**src/rtl/menu_ctrl.sv**
```systemverilog
// rtl/menu_ctrl.sv - push-button front end and mode/song selection FSM for the music player
//
// Ports:
//   clk        in   system clock
//   rst        in   synchronous active-high reset
//   btn_next   in   raw button, asynchronous, active high
//   btn_ok     in   raw button, asynchronous, active high
//   btn_back   in   raw button, asynchronous, active high
//   song_done  in   one-cycle pulse from the player engine at end of song
//   state      out  [2:0] mode code (free/auto/stdy/play/set)
//   song       out  [2:0] selected song index
//   phase      out  [1:0] 0 BROWSE, 1 SONG, 2 ACTIVE
//   active     out  high while phase is ACTIVE
//   start      out  one-cycle strobe on entry to ACTIVE
//   stop       out  one-cycle strobe on exit from ACTIVE
module menu_ctrl #(
  parameter int DEBOUNCE_CYCLES = 2_000_000,
  parameter int NUM_SONGS       = 2
) (
  input  logic       clk,
  input  logic       rst,
  input  logic       btn_next,
  input  logic       btn_ok,
  input  logic       btn_back,
  input  logic       song_done,
  output logic [2:0] state,
  output logic [2:0] song,
  output logic [1:0] phase,
  output logic       active,
  output logic       start,
  output logic       stop
);

  localparam logic [2:0] FREE_MODE = 3'd0;
  localparam logic [2:0] AUTO_MODE = 3'd1;
  localparam logic [2:0] STDY_MODE = 3'd2;
  localparam logic [2:0] PLAY_MODE = 3'd3;
  localparam logic [2:0] SET_MODE  = 3'd4;

  localparam int         CW        = $clog2(DEBOUNCE_CYCLES + 1);
  localparam logic [CW-1:0] CNT_MAX = CW'(DEBOUNCE_CYCLES - 1);
  localparam logic [2:0] SONG_LAST = 3'(NUM_SONGS - 1);

  // Button index within the packed vectors below.
  localparam int B_NEXT = 0;
  localparam int B_OK   = 1;
  localparam int B_BACK = 2;

  typedef enum logic [1:0] {
    PH_BROWSE = 2'd0,
    PH_SONG   = 2'd1,
    PH_ACTIVE = 2'd2
  } phase_t;

  logic [2:0]    raw;
  logic [2:0]    sync1_q;
  logic [2:0]    sync2_q;
  logic [2:0]    deb_q;
  logic [CW-1:0] cnt_q [3];
  logic [2:0]    press_q;
  logic          done_q;

  phase_t        phase_q;
  logic [2:0]    state_q;
  logic [2:0]    song_q;
  logic          active_q;
  logic          start_q;
  logic          stop_q;

  assign raw = {btn_back, btn_ok, btn_next};

  function automatic logic [2:0] next_mode(input logic [2:0] m);
    case (m)
      FREE_MODE: next_mode = AUTO_MODE;
      AUTO_MODE: next_mode = STDY_MODE;
      STDY_MODE: next_mode = PLAY_MODE;
      PLAY_MODE: next_mode = SET_MODE;
      default:   next_mode = FREE_MODE;
    endcase
  endfunction

  function automatic logic uses_song(input logic [2:0] m);
    uses_song = (m == AUTO_MODE) || (m == STDY_MODE) || (m == PLAY_MODE);
  endfunction

  // Synchroniser + debounce. The press event is registered on the same
  // edge the debounced level rises, so the FSM acts one edge later.
  always_ff @(posedge clk) begin
    if (rst) begin
      sync1_q <= '0;
      sync2_q <= '0;
      deb_q   <= '0;
      press_q <= '0;
      done_q  <= 1'b0;
      for (int i = 0; i < 3; i++) cnt_q[i] <= '0;
    end else begin
      sync1_q <= raw;
      sync2_q <= sync1_q;
      done_q  <= song_done;
      for (int i = 0; i < 3; i++) begin
        press_q[i] <= 1'b0;
        if (sync2_q[i] == deb_q[i]) begin
          cnt_q[i] <= '0;
        end else if (cnt_q[i] == CNT_MAX) begin
          deb_q[i]   <= sync2_q[i];
          cnt_q[i]   <= '0;
          press_q[i] <= sync2_q[i];
        end else begin
          cnt_q[i] <= cnt_q[i] + CW'(1);
        end
      end
    end
  end

  // Mode/song FSM. Event priority is back > ok > next; in ACTIVE, back
  // also wins over song_done so only one stop strobe is issued.
  always_ff @(posedge clk) begin
    if (rst) begin
      phase_q  <= PH_BROWSE;
      state_q  <= FREE_MODE;
      song_q   <= 3'd0;
      active_q <= 1'b0;
      start_q  <= 1'b0;
      stop_q   <= 1'b0;
    end else begin
      start_q <= 1'b0;
      stop_q  <= 1'b0;
      case (phase_q)
        PH_BROWSE: begin
          if (press_q[B_BACK]) begin
            phase_q <= PH_BROWSE;
          end else if (press_q[B_OK]) begin
            if (uses_song(state_q)) begin
              phase_q <= PH_SONG;
            end else begin
              phase_q  <= PH_ACTIVE;
              active_q <= 1'b1;
              start_q  <= 1'b1;
            end
          end else if (press_q[B_NEXT]) begin
            state_q <= next_mode(state_q);
          end
        end
        PH_SONG: begin
          if (press_q[B_BACK]) begin
            phase_q <= PH_BROWSE;
          end else if (press_q[B_OK]) begin
            phase_q  <= PH_ACTIVE;
            active_q <= 1'b1;
            start_q  <= 1'b1;
          end else if (press_q[B_NEXT]) begin
            song_q <= (song_q >= SONG_LAST) ? 3'd0 : song_q + 3'd1;
          end
        end
        PH_ACTIVE: begin
          if (press_q[B_BACK]) begin
            phase_q  <= PH_BROWSE;
            active_q <= 1'b0;
            stop_q   <= 1'b1;
          end else if (done_q && uses_song(state_q)) begin
            phase_q  <= PH_SONG;
            active_q <= 1'b0;
            stop_q   <= 1'b1;
          end
        end
        default: begin
          phase_q  <= PH_BROWSE;
          active_q <= 1'b0;
        end
      endcase
    end
  end

  assign state  = state_q;
  assign song   = song_q;
  assign phase  = phase_q;
  assign active = active_q;
  assign start  = start_q;
  assign stop   = stop_q;

endmodule

```
**config.mk**
```make
export PLATFORM = sky130hd
export DESIGN_NAME = menu_ctrl
export DESIGN_NICKNAME = d
export VERILOG_FILES = /design/src/rtl/menu_ctrl.sv
export SDC_FILE = /design/constraint.sdc
export NUM_CORES = 1
export LEC_CHECK = 0
export CAP_MARGIN = 20
export CORE_AREA = 2 2 139 87
export CTS_BUF_LIST = sky130_fd_sc_hd__clkbuf_4 sky130_fd_sc_hd__clkbuf_8
export DETAILED_ROUTE_END_ITERATION = 12
export DIE_AREA = 0 0 141 89
export GPL_ROUTABILITY_DRIVEN = 0
export HOLD_SLACK_MARGIN = 0.12
export PLACE_DENSITY = 0.53
export SLEW_MARGIN = 10
export SYNTH_ARGS = -nofsm -noshare
export SYNTH_HDL_FRONTEND = slang
export SYNTH_SLANG_ARGS = --single-unit
```
**constraint.sdc**
```tcl
create_clock -name clk -period 2.8 [get_ports clk]
set_clock_uncertainty 0.05 [all_clocks]
set_input_delay 0.28 -clock clk [delete_from_list [all_inputs] [get_ports clk]]
set_output_delay 0.28 -clock clk [all_outputs]
set_load 0.02 [all_outputs]
```
### Word level (Yosys, flattened, before mapping)

Memories as Yosys holds them, arrays and structs flattened.
Cells that the tools add are included.

* register bits: 24
* bits in writable memories: 63
* input bits: 6
* output and inout bits: 11
* word-level logic and storage cells: 144
* memories kept: 1

Memories
* cnt_q: depth 3, width 21, read ports 3, clocked after Yosys merged registers in 0, write ports 3, RTL line 59 `logic [CW-1:0] cnt_q [3];`

* add/sub/neg operators: 4
* order comparisons: 1
* equal/unequal tests: 19
* multiplexer cells: 70
* bitwise logic cells: 18
* reductions and logical operators: 16

Operators by type and width (number)
* 21-bit two-way mux: 9
* 21-bit by 1-bit adder with 21-bit output, second input constant: 3
* 21-bit equality test, second input constant: 3
* 1-bit two-way mux: 49
* 2-bit two-way mux: 7
* 3-bit one-hot mux with 4 select lines: 1
* 2-bit != test, second input constant: 5
* 3-bit != test, second input constant: 3
* 1-bit NOT: 9
* 1-bit bitwise OR: 9
* 3-bit OR reduction: 3
* 4-bit AND reduction: 2
* 3-bit by 2-bit equality test with 1-bit output, second input constant: 2
* 2-bit one-hot mux with 3 select lines: 1
* 2-bit AND reduction: 3
* 6-bit AND reduction: 1
* 3-bit by 1-bit adder with 3-bit output, second input constant: 1
* 1-bit equality test: 3
* 3-bit by 1-bit equality test with 1-bit output, second input constant: 1
* 3-bit by 1-bit >= comparator with 1-bit output, second input constant: 1
* 3-bit logical NOT: 1
* 3-bit two-way mux: 1
* 1-bit one-hot mux with 3 select lines: 1
* 3-bit AND reduction: 1
* 7 further kinds: 8

### Depth between registers and ports, before layout

* depth in word-level cells: 7
* mapped depth: 7
* mapped depth without buffers: 5

### Worst setup path before layout

Ideal clock, no wire load.

* path kind: reg2reg
* start: memory cnt_q[1][7] in the netlist's numbering
* end: memory cnt_q[1][10] in the netlist's numbering, data pin
* setup time: 0.257 ns
* arrival time: 1.878 ns
* data required time: 2.493 ns
* path slack: 0.616 ns
* cell stages (with the launch flop): 6
* buffers on the path: 1
* period minus slack after synthesis: 2.184 ns
* path through: edfxtp_1 > or4b_1 > or4_4 > o21ai_2 > buf_2 > nor2_1

RTL lines (RTL line)
* start: declaration: 59

==> summary.md <==
| Metric | Value |
|---|---|
| Final min period | `2.410 ns` |
| Port buffer count | `16` |
| Area growth, synth to finish | `17.83%` |
| Pre-Repair DR Iteration Count | `4` |
| Final WL | `8351 µm` |
| Slew margin rel. | `0.4960` |
| Slowest stage cell on the critical path | `or4b_1` |
| Row Count | `30` |
| Max-Cap Viols | `0` |
| Sw Pwr | `0.5368 mW` |
| Clock Path Buffers | `2` |
| Max-slew violations | `0` |
| Post-Syn Area | `4379 µm²` |
| First-pass GRT wire length | `14100 µm` |
| Core area | `11150 µm²` |
| H-tree depth | `3` |
| CP Class | `reg2reg` |
| Critical Path AT | `2.45 ns` |
| Worst hold path class | `reg2reg` |
| Static Leakage | `1.733 nW` |
| Worst-path clk slew | `0.09 ns` |
| Syn_area_per_cell | `10.30 µm²` |
| # diodes | `0` |
| Pwr Density | `492.0 nW/µm²` |
| Largest cells by area after synthesis | `edfxtp_1, dfxtp_1, xor2_1` |
| CP startpoint kind | `flip-flop` |
| Resized Gates After CTS | `0` |
| Starting DRC count in detailed routing | `143` |
| Sw Ratio | `0.2114` |
| Total CTS buffers | `9` |
| Die X | `141 µm` |
| Placed instance area | `4935 µm²` |
| Synth top area share | `0.4320` |
| Crit end category | `flip-flop` |
| Fill count | `1055` |
| Antenna violations before repair | `0` |
| Hold buffer count at cts | `0` |
| Final net count | `515` |
| Worst Path Buf+Inv | `1` |
| Sequential-to-total area share from yosys stat | `0.5417` |
| PnR worst setup slack | `0.3903 ns` |
| P_int | `2.002 mW` |
| Drt wl/cell | `12.79 µm` |
| Synth warnings | `0` |
| Setup bufs post-CTS | `0` |
| Die area | `12550 µm²` |
| # IOs | `17` |
| DRC viols | `0` |
| Tot GR Track Use | `0.1434` |
| Worst path max stage delay | `0.59 ns` |
| Final Cell Area | `5160 µm²` |
| Fin. Hold Viols | `0` |
| Status | `finished clean` |
| CTS tree | `yes` |
| Comb pwr share | `0.038` |
| Seq pwr share | `0.578` |
| Family with the most delay on the worst path | `simple AND/OR/NAND/NOR gates` |
| Later-pin clock latency in the skew report | `0.35 ns` |
| Drt via density | `4.877` |
| Synth unique cells | `43` |
| CTS sink cnt | `87` |
| Clock Power Share | `0.384` |
| Pin count of the biggest net entering global routing | `22` |
| RSZ-0062 raised after global routing | `no` |
| Period utilization | `0.8606` |
| Worst Path Required | `2.84 ns` |
| Initial Util | `0.3928` |
| Final ANT Viol Nets | `0` |
| Fraction of layout cells with a size suffix above 1 | `0.05894` |
| DP Wirelength | `6212 µm` |
| Finish-stage setup viols | `0` |
| Peak VDD IR | `0.2787 mV` |
| Number of global-route vias before repair | `2784` |
| GRT overflow | `0` |
| Place WS | `0.4057 ns` |
| Synthesized flop and latch total | `87` |
| Worst-path maximum fanout | `21` |
| Die Y | `89 µm` |
| Synth Instances | `425` |
| Fmax | `0.4150 GHz` |
| Yosys top cell by area | `edfxtp_1` |
| Final setup TNS | `0 ns` |
| Critical path, cell by cell | `or4b_1 > or4_4 > o21ai_2 > buf_4 > nor2_1` |
| Worst-Margin Slew | `0.7369 ns` |
| Routed vias | `3185` |
| Root buf cell | `clkbuf_8` |
[registers in the layout, indices dropped and copies added (netlist names)]
signal   count
cnt_q       63
deb_q        3
press_q      3
song         3
state        3
sync1_q      3
sync2_q      3
phase        2
active       1
done_q       1
start        1
stop         1
[power groups by stage]
stage               registers, mW  logic (mW)  clock network (mW)
floorplan                    1.48      0.0735                   0
global placement             1.49      0.0947                   0
detailed placement           1.50      0.0954                   0
CTS                          1.47      0.0963                1.02
global route                 1.48       0.113                1.07
finish                       1.47      0.0976               0.974
[per-stage QoR]
step / hold slack, ns / util / instances / power (mW)
after floorplan: 0.3582 / - / 487 / 1.556
after global placement: 0.3721 / 0.4426 / 637 / 1.589
after detailed placement: 0.3737 / 0.4426 / 637 / 1.592
after CTS: 0.3961 / 0.4629 / 653 / 2.581
after global routing: 0.4243 / 0.4629 / 653 / 2.654
final: 0.3923 / 0.4629 / 653 / 2.539
[synthesized netlist by cell type, drive strengths merged]
cell type	instances
o21ba	1
or3	21
xnor2	14
a21oi	26
clkbuf	12
o21ai	18
or3b	1
nand3	22
and2	3
nor4b	3
xor2	28
and3	7
nand2b	2
nor4bb	3
or2	1
a31oi	1
buf	5
or4bb	1
and4	9
ha	5
edfxtp	63
nand4b	2
dfxtp	24
a2111oi	1
a211oi	2
nand4	17
nor4	6
or4b	4
nor3	4
inv	11
o31ai	7
nand2	23
nor2b	8
a21o	1
conb	1
nand3b	1
or4	9
nor2	57
a22oi	1
[logic make-up after synthesis]
logic type	after synthesis	synth area share
simple gates	204	0.2580
fa+ha+maj	5	0.01429
compound gates	58	0.07571
flops	87	0.5417
xor+xnor	42	0.08400
other cells	1	0.0008563
buf+inv	28	0.02543
[layer usage]
layer | part of all wire | global-route usage | vias up
met3 | 0.039 | 0.04285 | 5
li1 | - | - | 1660
met1 | 0.59 | 0.2239 | 1477
met4 | 0.0059 | 0.03455 | 0
met5 | 0 | 0 | -
met2 | 0.36 | 0.1911 | 43
[cell usage in the layout (no fill, tap or decap), types with 10 or more instances in the layout]
cell type,instances
a21oi_1,26
clkbuf_8,10
clkdlybuf4s50_1,16
conb_1,63
dfxtp_1,24
edfxtp_1,63
inv_1,11
nand2_1,23
nand3_1,22
nand4_1,17
nor2_1,57
o21ai_0,15
or3_1,21
xnor2_1,14
xor2_1,28
[final timing paths]
check	from	endpoint	slack [ns]	cells after the start
setup / recovery	cnt_q[1][7]$_SDFFCE_PN0P_	cnt_q[1][13]$_SDFFCE_PN0P_	0.39	5
hold / removal	sync1_q[2]$_SDFF_PP0_	sync2_q[2]$_SDFF_PP0_	0.39	1
setup reg to reg	cnt_q[1][7]$_SDFFCE_PN0P_	cnt_q[1][13]$_SDFFCE_PN0P_	0.39	5
hold reg to reg	sync1_q[2]$_SDFF_PP0_	sync2_q[2]$_SDFF_PP0_	0.39	1
[layout make-up]
| type | count | area, µm² | area share |
|---|---|---|---|
| Sequential cell | 87 | 2372 | 0.4597 |
| Timing Repair Buffer | 23 | 212.7 | 0.04122 |
| Clock buffer | 11 | 145.1 | 0.02813 |
| Clock inverter | 5 | 80.08 | 0.01552 |
| Multi-Input combinational cell | 372 | 2128 | 0.4125 |
| Tap cell | 144 | 180.2 | 0.03492 |
| Inverter | 11 | 41.29 | 0.008002 |
No activity file was read; power rests on OpenSTA's default activity.
==> patch, RTL diff (same settings) <==
`FREE_MODE`: 3'd0 -> 3'd1.
--- a/src/rtl/menu_ctrl.sv
+++ b/src/rtl/menu_ctrl.sv
@@ -32,5 +32,5 @@
 );
 
-  localparam logic [2:0] FREE_MODE = 3'd0;
+  localparam logic [2:0] FREE_MODE = 3'd1;
   localparam logic [2:0] AUTO_MODE = 3'd1;
   localparam logic [2:0] STDY_MODE = 3'd2;
Formal check against the unedited RTL: not equivalent (a bounded check fails within 4 cycles, from zero or initial values and one cycle with rst high).
==> patch against the original RTL <==
- area after synthesis grew 0.46%
- setup slack better by 0.080 ns
- total power fell by 2.1%
- sequential power hardly changed
- sequential cell count did not move
- wire length rose by 2.8%
- final cell count rose by 0.46%
- die area unchanged
- count of clock-buffer cells in the layout is 1 lower
- final area hardly changed
- critical endpoint is now cnt_q[1][4]
==> patch: results <==
[min_path]
hp-start = sync1_q[0]
whs_path_depth = 1
hp-class = reg -> reg
worstHoldEndpoint = sync2_q[0]

[place]
dp_hpwl_microns = 6223
post_dp_cell_area_sq_um = 4952
dp_cells = 640
dpl_worst_slack_ns = 0.4556

[power_and_ir_drop]
total_power_w = 0.002486
combPwrFrac_pct = 4.0
leakage_nw = 1.716
sequentialPower_w = 0.00147
worst_ir_drop_vdd_uv = 267.3
sw_frac_of_total_pct = 23.32

[worst_setup_path]
critical_path.startpoint = cnt_q[1][14]
r2r_cells = 5
crit_family = simple AND/OR/NAND/NOR gates
cp_slowest_cell = or4_4
reg2reg_setup_slack_ns = 0.47
worstPathArrival_ns = 2.40
critPathMaxStageDelay_ns = 0.56
worstPathMaxFanout = 20
crit_end = cnt_q[1][4]

[timing]
hold_slack_ns = 0.4134
worst_pin_slew_ns = 0.7964
finalHoldViolations = 0
max_freq_ghz = 0.4292

[clocking]
ctsResizeCount = 0
clk_pin_slew_ns = 0.10
cts_root_buf = clkbuf_8
htree_levels = 3

[grt]
grt_max_degree = 21
grt_pass1_vias = 2932
grt_pass1_wl_microns = 14460
grt_usage_pct = 14.84

[finish]
fill_cells = 1099
finalNetCount = 518
insertedDiodeCount = 0
instances_no_fill = 656
layout-drive-gt1-share_pct = 6.250

[yosys]
postSynthCellCount = 427
synth_area_leaders = edfxtp_1 43%, dfxtp_1 11%, nor2_1 4.2%, xor2_1 4.2%, xnor2_1 3.8%
synth.distinct_cells = 47
synthTopCellsByCount = 63 x edfxtp_1, 49 x nor2_1, 28 x a21oi_1, 24 x dfxtp_1
synthArstFlopShare_pct = 0
synth.yosys.seq_area_share_pct = 53.92

[detailed_routing]
viasPerCell = 4.945
firstDrtPassIters = 4
drtIter0Drc = 247
wl_per_cell_microns = 13.09

[status]
outcome = completed
-- patch: cell type report --
class                      count  area, sq um  area share (%)
clock buffer                  10        137.6           2.669
multi-input combinational    374         2150           41.68
inverter                      14        52.55           1.019
tap                          144        180.2           3.493
clock inverter                 6        67.56           1.310
timing repair buffer          21        197.7           3.833
sequential                    87         2372           46.00
-- patch: cell families (layout without fill, tap and decap cells) --
logic type | after synthesis | count (layout) | share of synthesized area (%)
flops | 87 | 87 | 53.92
xor+xnor | 40 | 40 | 7.964
buf+inv | 28 | 51 | 2.503
simple gates | 204 | 204 | 26.17
fa+ha+maj | 5 | 5 | 1.422
other cells | 1 | 63 | 0.08524
compound gates | 62 | 62 | 7.935
-- patch: routing by layer --
metal | part of all wire [%] | wire, microns | track usage (%) | vias up
met4 | 0.48 | 41 | 3.818 | 0
met1 | 57 | 4915 | 22.57 | 1509
li1 | - | - | - | 1674
met5 | 0 | 0 | 0 | -
met3 | 3.9 | 331 | 4.124 | 4
met2 | 38 | 3299 | 20.67 | 57
